## config.mk

```make
export PLATFORM = sky130hd
export DESIGN_NAME = sysid_checker_rd
export DESIGN_NICKNAME = d
export VERILOG_FILES = /design/src/rtl/sysid_checker_pkg.sv /design/src/rtl/sysid_checker_rd.sv
export SDC_FILE = /design/constraint.sdc
export NUM_CORES = 1
export LEC_CHECK = 0
export CORE_AREA = 10 10 47 49
export CTS_BUF_LIST = sky130_fd_sc_hd__clkbuf_4
export CTS_CLUSTER_DIAMETER = 50
export DETAILED_ROUTE_END_ITERATION = 8
export DIE_AREA = 0 0 57 59
export DONT_BUFFER_PORTS = 1
export SYNTH_ARGS = -nofsm -noshare
export SYNTH_HDL_FRONTEND = slang
export SYNTH_SLANG_ARGS = --single-unit
```

## constraint.sdc

```tcl
create_clock -name clock -period 1.4 [get_ports clock]
set_input_delay 0.07 -clock clock [delete_from_list [all_inputs] [get_ports clock]]
set_output_delay 0.07 -clock clock [all_outputs]
set_load 0.005 [all_outputs]
```

## src/rtl/sysid_checker_pkg.sv

```systemverilog
// sysid_checker_pkg: shared types and constants for the system-ID boot checker.
//   state_e          - checker FSM encoding (IDLE=0 .. REPORT=4, 3 bits)
//   ADDR_ID/ADDR_TS  - word addresses of the system ID and build timestamp
//   DEF_EXPECTED_*   - default expected values for the two words
//   tmo_cnt_w()      - width of a counter able to hold 0..TIMEOUT_CYCLES
package sysid_checker_pkg;

  typedef enum logic [2:0] {
    IDLE   = 3'd0,
    RD_ID  = 3'd1,
    RD_TS  = 3'd2,
    CHECK  = 3'd3,
    REPORT = 3'd4
  } state_e;

  localparam logic ADDR_ID = 1'b0;
  localparam logic ADDR_TS = 1'b1;

  localparam logic [31:0] DEF_EXPECTED_ID = 32'h0000_0000;
  localparam logic [31:0] DEF_EXPECTED_TS = 32'd1361149627;

  function automatic int unsigned tmo_cnt_w(input int unsigned cycles);
    return $clog2(cycles + 1);
  endfunction

endpackage

```

## src/rtl/sysid_checker_rd.sv

```systemverilog
// sysid_checker_rd: single-word Avalon-MM read engine with waitrequest timeout.
// A launch pulse registers avm_read=1 and the word address; the read then
// completes (ack_o) on the first cycle waitrequest is low, or gives up
// (tmo_o) on the TIMEOUT_CYCLES-th consecutive waitrequest cycle.
// Ports:
//   clock, reset_n      - clock, asynchronous active-low reset
//   launch_i, addr_i    - start a read of word addr_i (takes priority over ack/tmo)
//   avm_waitrequest_i   - slave stall
//   avm_read_o          - registered read strobe
//   avm_address_o       - registered word address
//   ack_o               - combinational: read data valid this cycle
//   tmo_o               - combinational: read aborted this cycle
module sysid_checker_rd
  import sysid_checker_pkg::*;
#(
  parameter int unsigned TIMEOUT_CYCLES = 255
) (
  input  logic clock,
  input  logic reset_n,
  input  logic launch_i,
  input  logic addr_i,
  input  logic avm_waitrequest_i,
  output logic avm_read_o,
  output logic avm_address_o,
  output logic ack_o,
  output logic tmo_o
);

  localparam int unsigned CW = tmo_cnt_w(TIMEOUT_CYCLES);
  localparam logic [CW-1:0] LAST_WAIT = CW'(TIMEOUT_CYCLES - 1);

  logic          read_q, read_d;
  logic          addr_q, addr_d;
  logic [CW-1:0] wait_cnt_q, wait_cnt_d;

  assign avm_read_o    = read_q;
  assign avm_address_o = addr_q;
  assign ack_o         = read_q && !avm_waitrequest_i;
  // Counter holds the number of stall cycles already seen, so the abort
  // fires on the stall cycle that brings the total to TIMEOUT_CYCLES.
  assign tmo_o         = read_q && avm_waitrequest_i && (wait_cnt_q == LAST_WAIT);

  always_comb begin
    read_d     = read_q;
    addr_d     = addr_q;
    wait_cnt_d = wait_cnt_q;
    if (launch_i) begin
      read_d     = 1'b1;
      addr_d     = addr_i;
      wait_cnt_d = '0;
    end else if (ack_o || tmo_o) begin
      read_d     = 1'b0;
      wait_cnt_d = '0;
    end else if (read_q && avm_waitrequest_i) begin
      wait_cnt_d = wait_cnt_q + CW'(1);
    end
  end

  always_ff @(posedge clock or negedge reset_n) begin
    if (!reset_n) begin
      read_q     <= 1'b0;
      addr_q     <= 1'b0;
      wait_cnt_q <= '0;
    end else begin
      read_q     <= read_d;
      addr_q     <= addr_d;
      wait_cnt_q <= wait_cnt_d;
    end
  end

endmodule

```

==> flow_results.org, run 1 <==
** Die
- Core Rows :: 14
- Die Span Y :: 59 um
- In this run the standard cell core region covers 0.00140 mm^2.
- The die covers 0.00336 mm^2.
- Total I/O pin count :: 9
- The initial utilization of the core area, before any placement, comes to 38.8%.
- The die is 57 um wide.

** Layout
- Nets :: 71
- Antenna cell count :: 0
- Area added between synthesis and finish :: 21.1%
- Of the cells placed in the final design, the portion with a size suffix greater than 1 is 25.4%.
- Summing all non-filler instances in the final layout gives an area of 659 um^2.
- Summing all multi-input logic gate instances after layout gives 292 um^2.
- Sequential cell area :: 251 um^2
- Count of filler cells inserted in the layout :: 138
- Non-filler instance count after layout :: 79

** CTS
- Clock latency of the later-clocked register in the worst-skew pair :: 0.27 ns
- CTS built an H-tree with a depth of 1.
- Once the clock tree was built, the setup fixing pass inserted 0 buffers.
- Number of buffers created by CTS :: 3
- Total clock sinks :: 10
- TritonCTS built the clock tree.
- Clock tree synthesis selected as its root buffer the cell sky130_fd_sc_hd__clkbuf_4.
- Largest buffer count on any clock path :: 2
- After clock tree synthesis, the clock-pin slew on the worst setup and hold paths is 0.07 ns.

** Synth
- In the synthesized netlist the async set-or-reset flop fraction comes to 100%.
- Warnings, synthesis :: 0
- Synth Flop Type :: sky130_fd_sc_hd__dfrtp_1
- Syn avg cell area :: 10.3 um^2
- Biggest area contributors in the synthesized netlist :: sky130_fd_sc_hd__dfrtp_1 46%, sky130_fd_sc_hd__ha_1 4.6%, sky130_fd_sc_hd__a22oi_1 4.1%
- Sorting the synthesized cells by how often they occur yields 10 x sky130_fd_sc_hd__dfrtp_1, 5 x sky130_fd_sc_hd__nand2_1, 4 x sky130_fd_sc_hd__o21ai_0.
- Post-synthesis sequential area ratio :: 46.0%
- The synthesized design contains 10 register bits.
- Total nets after synthesis :: 60
- In this run, distinct cell masters in the synthesized netlist total 25.
- Mapped Cells :: 53
- Number of enable flip-flop cells after synthesis :: 0
- The biggest area contributor in the post-synthesis netlist is sky130_fd_sc_hd__dfrtp_1.
- Netlist area before placement :: 544 um^2
- Among all cell types in the netlist, the one instantiated most often is sky130_fd_sc_hd__dfrtp_1.
- In this run the biggest area consumer among cell types represents 46.0% of the synthesized area.

** Drt
- Number of antenna-violating nets in the routed design :: 0
- The first TritonRoute pass finished after 4 iterations.
- After detailed routing, the number of remaining DRC violations is 0.
- Wirelength per Cell :: 16.0 um
- Summing over every cut layer, the via total after detailed routing is 458.
- For this block, the initial DRC count from the detailed router was 15.
- Routed wire length :: 1260 um
- Using the TritonRoute via totals, the vias-per-cell ratio works out to 5.80.

** STA
- After routing, the total negative slack on setup checks comes to 0 ns.
- Share of the cycle needed by the critical path after routing :: 95.5%
- Minimum period implied by the final worst setup slack :: 1.34 ns
- RSZ-0062 raised after global routing :: no
- For the pin with the worst max-slew slack, the measured transition is 0.483 ns.
- The count of endpoints failing hold in the final timing report was 0.
- Final count of negative-setup-slack endpoints :: 0
- The clock arrives with 0.000309 ns of skew.
- Slew Viols, Final :: 0
- Worst relative slew slack :: 67.7%
- Achievable clock frequency :: 748 MHz

** Power
- Worst voltage drop across the vdd grid :: 0.430 mV
- Internal power comes to 0.425 mW.
- Fraction of power consumed by sequential logic :: 54.2%
- In this run the static leakage power is 0.265 nW.
- Per report_power, the clock group accounts for 36.7% of the total.
- For this design the total switching power over the nets is 0.144 mW.
- Of the total power, the share spent switching nets is 25.3%.
- Share of total power in combinational logic :: 9.0%
- In this run the power density over the cells is 862 mW/mm^2.

** Worst setup path
- Arrival time of data at the critical path endpoint :: 1.27 ns
- For this design, the slowest cell found on the critical path is sky130_fd_sc_hd__dfrtp_2.
- Worst path required time :: 1.33 ns
- Counting both buffers and inverters, the worst setup path holds a total of 1.
- Largest delay share family, worst path :: flip-flops
- The critical path goes through inv_1 -> ha_1 -> nand3_2 -> nor3_2.
- The worst setup path is launched from a register.
- Kind of critical path :: reg2out
- In this run the worst path has a maximum fanout of 5.
- The largest single stage delay on the critical path is 0.44 ns.
- STA classifies the critical path endpoint as an output port.

** GRT
- Pin count of the biggest net entering global routing :: 11
- Wire length of the first global-routing pass :: 2100 um
- Global routing used 7.82% of the available tracks.
- The number of global-route vias before repair came to 471.
- For this run the aggregate overflow at the end of global routing stands at 0.
- Antenna violations before repair :: 0

** Place
- IO Port Bufs :: 0
- Area post-placement :: 579 um^2
- The congestion estimate from routability-driven global placement came to 0.760.
- Post-Place Cells :: 71
- Detailed placement ended at an HPWL of 873 um.

** Job
- The tool flagged a number of max-cap violations equal to 0.

** Worst hold path
- The min-delay analysis places its worst path in the category in2reg.

** Outcome
- The flow ran to the end, and the final reports show no timing, DRC or antenna violations.
==> final cells by class <==
cell class / instances / area share [%]
Multi-Input combinational cell: 40 / 44.2
Timing Repair Buffer: 7 / 9.49
Sequential cell: 10 / 38.1
Clock buffer: 3 / 3.42
Clock inverter: 1 / 0.569
Inverter: 2 / 1.14
Tap cell: 16 / 3.04
==> worst paths after layout <==
path / from / endpoint / slack, ns / cells after the start
max: wait_cnt_q[0]$_DFFE_PN0P_ / tmo_o / 0.06 / 4
min: launch_i / wait_cnt_q[0]$_DFFE_PN0P_ / 0.009 / 3
min reg2reg: wait_cnt_q[0]$_DFFE_PN0P_ / wait_cnt_q[0]$_DFFE_PN0P_ / 0.53 / 1
max in group asynchronous: reset_n / wait_cnt_q[0]$_DFFE_PN0P_ / 0.85 / 1
max reg2reg: wait_cnt_q[0]$_DFFE_PN0P_ / wait_cnt_q[7]$_DFFE_PN0P_ / 0.09 / 6
min in group asynchronous: reset_n / wait_cnt_q[5]$_DFFE_PN0P_ / 0.20 / 1
==> cells in the final DEF, fill, tap and decap left out, drive strengths merged, types with 2 or more instances in the layout <==
cell type,synthesis,final
nor2,2,2
nand2,5,5
o211ai,2,2
clkbuf,0,3
dlygate4sd3,0,4
ha,2,2
o31ai,2,2
xor2,2,2
nand3,2,2
o2111ai,2,2
a22oi,3,3
inv,2,2
o21ai,5,5
a21oi,2,2
or3,3,3
buf,1,3
dfrtp,10,10
==> through the flow <==
stage | power (mW) | hold slack (ns) | util, % | setup slack (ns)
global placement | 0.349 | -0.225 | 41.3 | 0.0745
detailed placement | 0.349 | -0.225 | 41.3 | 0.0605
CTS | 0.569 | 0.0132 | 46.4 | 0.00201
floorplan | 0.337 | -0.226 | - | 0.184
global route | 0.591 | 0.0278 | 47.1 | 0.00283
finish | 0.569 | 0.00909 | 47.1 | 0.0623
==> registers in the layout, summed over array words and instances (netlist names) <==
| name | cells |
|---|---|
| wait_cnt_q | 8 |
| avm_address_o | 1 |
| avm_read_o | 1 |
==> worst min-delay path: stages <==
cell                      delay [ns]
sky130_fd_sc_hd__nor2_1         0.05
sky130_fd_sc_hd__nand2_1        0.06
sky130_fd_sc_hd__o31ai_1        0.06
==> what timing repair did <==
| item | in CTS | in global routing |
|---|---|---|
| cloned | 0 | 0 |
| gates resized for setup | 1 | 3 |
| endpoints found under the setup margin | 1 | 8 |
| hold endpoints to repair | 12 | 0 |
| pin swaps | 0 | 1 |
| hold buffers | 4 | 0 |
==> per-layer routing <==
metal  up-vias  wire length (um)  track usage (%)
met5         -                 0                0
met4         0                27             6.04
met3         4                75             2.58
met2        13               603             12.7
met1       222               557             8.20
li1        219                 -                -
==> power by group through the flow <==
stage | Sequential (mW) | Combinational (mW) | Clock (mW)
2_1_floorplan | 0.309 | 0.0282 | 0
3_3_place_gp | 0.313 | 0.0367 | 0
3_5_place_dp | 0.313 | 0.0366 | 0
4_1_cts | 0.307 | 0.0521 | 0.209
5_1_grt | 0.310 | 0.0574 | 0.224
6_report | 0.308 | 0.0514 | 0.209
==> logic make-up (layout without fill, tap and decap cells) <==
family	count (synthesis)	count (layout)	synth area share, %
simple gates	18	18	18.9
fa+ha+maj	2	2	4.60
xor+xnor	2	2	3.22
buf+inv	3	13	2.76
flops	10	10	46.0
mux	1	1	2.07
compound gates	17	17	22.5
Note: power is estimated with default switching activity, not from simulation.
==> run 2: changes to the inputs <==
--- a/config.mk
+++ b/config.mk
@@ -11,6 +11,7 @@
 export DETAILED_ROUTE_END_ITERATION = 8
 export DIE_AREA = 0 0 57 59
 export DONT_BUFFER_PORTS = 1
+export REMOVE_ABC_BUFFERS = 1
 export SYNTH_ARGS = -nofsm -noshare
 export SYNTH_HDL_FRONTEND = slang
 export SYNTH_SLANG_ARGS = --single-unit
==> run 2 against run 1 <==
  * Utilization decreased by 0.089 points
  * Count of clock-buffer cells in the layout is the same
  * Maximum frequency rose by 2.4%
  * Final cell count stayed put
  * Total power is 0.70% lower
  * Worst hold slack worse by 0.0016 ns
  * Die area unchanged
  * Highest routed layer unchanged
==> flow_results.org, run 2 (synthesis gave the netlist of run 1 again) <==
** GRT
- Wire length of the first global-routing pass :: 2110 um (+0.67%)
- Global router's overall resource usage :: 7.65% (-0.17 points)
- The largest net degree at the start of global routing came to 11 (unchanged).
- Antenna violations before repair :: 0 (unchanged)
- Remaining global-route overflow :: 0 (unchanged)
- Number of global-route vias before repair :: 478 (+1.5%)

** STA
- The shortest clock period the worst path allows after layout is 1.31 ns (-0.0311 ns).
- The number of max-slew violations in the final report came to 0 (unchanged).
- The setup skew after layout is 0.00144 ns (+0.00113 ns).
- Achievable clock frequency :: 765 MHz (+2.4%)
- Share of the cycle needed by the critical path after routing :: 93.3% (-2.2 points)
- The worst-margin pin slew was 0.499 ns (+0.0155 ns).
- Final count of negative-setup-slack endpoints :: 0 (unchanged)
- Final hold slack :: 0.00744 ns (-0.00165 ns)
- Number of endpoints with negative hold slack in the final report :: 0 (unchanged)
- The worst slew margin relative to its limit is 66.7% (-1.0 points).

** Layout
- Share of layout cells above drive strength 1 :: 23.8% (-1.6 points)
- The final core area utilization came to 47.0% (-0.089 points).
- Leading cell types in the layout, fill and taps excluded :: 10 x sky130_fd_sc_hd__dfrtp_1, 5 x sky130_fd_sc_hd__nand2_1, 4 x sky130_fd_sc_hd__o21ai_0, 4 x sky130_fd_sc_hd__dlygate4sd3_1
- Compared with the post-synthesis result, the final layout area differs by 20.9%.
- The number of flip-flops in the largest register is 8 (unchanged).
- Nets :: 71 (unchanged)
- The final-layout fill cell count is 131 (-5.1%).
- The area taken by flip-flops and latches is 250 um^2 (-0.50%).
- The multi-input combinational cell area came to 292 um^2 (unchanged).
- Antenna cell count :: 0 (unchanged)
- Reg with most FFs :: wait_cnt_q
- The post-layout instance count excluding filler cells was 79 (unchanged).
- The library cell used most frequently in the layout, excluding fill and tap cells, is sky130_fd_sc_hd__dfrtp_1.

** CTS
- Buffer type at the clock tree root :: sky130_fd_sc_hd__clkbuf_4
- Total clock sinks :: 10 (unchanged)
- CTS tree :: built
- The number of H-tree levels is 1 (unchanged).
- The clock buffer count from CTS is 3 (unchanged).
- Largest buffer count on any clock path :: 2 (unchanged)
- CTS clock-pin slew for the worst setup and hold paths :: 0.07 ns (about the same)
- The post-CTS setup-driven buffer insertion count came to 0 (unchanged).
- Clock latency of the later-clocked register in the worst-skew pair :: 0.26 ns (about the same)

** Power
- Total power density per cell area :: 858 mW/mm^2 (-0.51%)
- The leakage power is 0.267 nW (+0.55%).
- The maximum vdd drop is 0.507 mV (+18%).

** Drt
- The wire length per cell was 15.8 um (-1.3%).
- Number of antenna-violating nets in the routed design :: 0 (unchanged)
- Routed wire length :: 1250 um (-1.3%)
- The count of TritonRoute iterations in the first routing pass came to 2 (-2).
- Iteration-0 DRC count of the detailed router :: 13 (-2)
- Vias per cell :: 5.72 (-1.3%)
- The overall via count from detail_route came to 452 (-1.3%).
- Remaining design rule violation count :: 0 (unchanged)

** Die
- The die width came to 57 um (unchanged).
- The placement row count was 14 (unchanged).
- The effective utilization at floorplan came to 38.8% (unchanged).
- Total I/O pin count :: 9 (unchanged)
- Area of the core :: 0.00140 mm^2 (unchanged)
- Die Span Y :: 59 um (unchanged)
- DIE AREA :: 0.00336 mm^2 (unchanged)

** Place
- The count of input and output buffers came to 0 (unchanged).
- Placer Congestion :: 0.743 (-2.3%)
- Post-Place Cells :: 71 (unchanged)
- The total half-perimeter wirelength after legalization and detailed placement is 885 um (+1.4%).

** Worst setup path
- Crit path launch type :: register
- Kind of critical path :: reg2reg
- The required time of the critical path was 1.54 ns (+0.21 ns).
- The largest fanout of any net on the critical path is 5 (unchanged).
- Arrival time of data at the critical path endpoint :: 1.45 ns (+0.18 ns)
- Critical Path Sink Type :: register

** Job
- Max-cap check violation count :: 0 (unchanged)

** Outcome
- Outcome :: finished clean

** Worst hold path
- Worst hold path class :: in2reg
==> run 2: what timing repair did <==
action	CTS	global route
pin swaps	0	1
resized for setup	1	2
hold endpoints to repair	12	0
setup endpoints to repair	1	6
hold buffers	4	0
==> run 2: power breakdown <==
group	internal, mW	switching (mW)	total [mW]
Clock	0.103	0.102	0.205
Sequential	0.297	0.0106	0.307
Combinational	0.0251	0.0276	0.0527
Total	0.425	0.140	0.565
==> run 2: worst max-delay path, stage by stage, from the launching register on <==
cell and delay [ns]:
sky130_fd_sc_hd__dfrtp_1 0.43, sky130_fd_sc_hd__inv_1 0.08, sky130_fd_sc_hd__ha_1 0.16, sky130_fd_sc_hd__nand3_2 0.11
sky130_fd_sc_hd__o21ai_2 0.16, sky130_fd_sc_hd__buf_4 0.15, sky130_fd_sc_hd__o211ai_1 0.10
==> run 2: worst paths after layout <==
| check | start | end | slack, ns | cells past startpoint |
|---|---|---|---|---|
| max | wait_cnt_q[0]$_DFFE_PN0P_ | wait_cnt_q[2]$_DFFE_PN0P_ | 0.09 | 6 |
| min | launch_i | wait_cnt_q[1]$_DFFE_PN0P_ | 0.007 | 3 |
| max reg2reg | wait_cnt_q[0]$_DFFE_PN0P_ | wait_cnt_q[2]$_DFFE_PN0P_ | 0.09 | 6 |
| min reg2reg | wait_cnt_q[0]$_DFFE_PN0P_ | wait_cnt_q[0]$_DFFE_PN0P_ | 0.56 | 1 |
| max in group asynchronous | reset_n | wait_cnt_q[3]$_DFFE_PN0P_ | 0.86 | 1 |
| min in group asynchronous | reset_n | wait_cnt_q[2]$_DFFE_PN0P_ | 0.21 | 1 |
==> run 2: routing by layer <==
metal / vias up / part of all wire, % / wire length, um / global-route usage (%)
li1: 221 / - / - / -
met1: 219 / 46 / 569 / 9.30
met2: 10 / 48 / 599 / 11.6
met3: 2 / 5.5 / 68 / 1.93
met4: 0 / 0.80 / 10 / 5.03
met5: - / 0 / 0 / 0
==> run 2: area by class of cell <==
cell class,count,area share (%)
Clock buffer,3,3.42
Multi-Input combinational cell,40,44.3
Sequential cell,10,38.0
Inverter,2,1.14
Clock inverter,1,0.570
Tap cell,16,3.04
Timing Repair Buffer,7,9.51
==> run 2: per-stage QoR <==
step | instance area (um^2) | setup WS (ns) | TNS, ns | total power, mW
detailed placement | 579 | 0.0705 | 0 | 0.350
finish | 658 | 0.0934 | 0 | 0.565
floorplan | 537 | 0.184 | 0 | 0.334
global route | 658 | -0.00966 | -0.00966 | 0.597
global placement | 579 | 0.0812 | 0 | 0.350
CTS | 651 | 0.0336 | 0 | 0.573
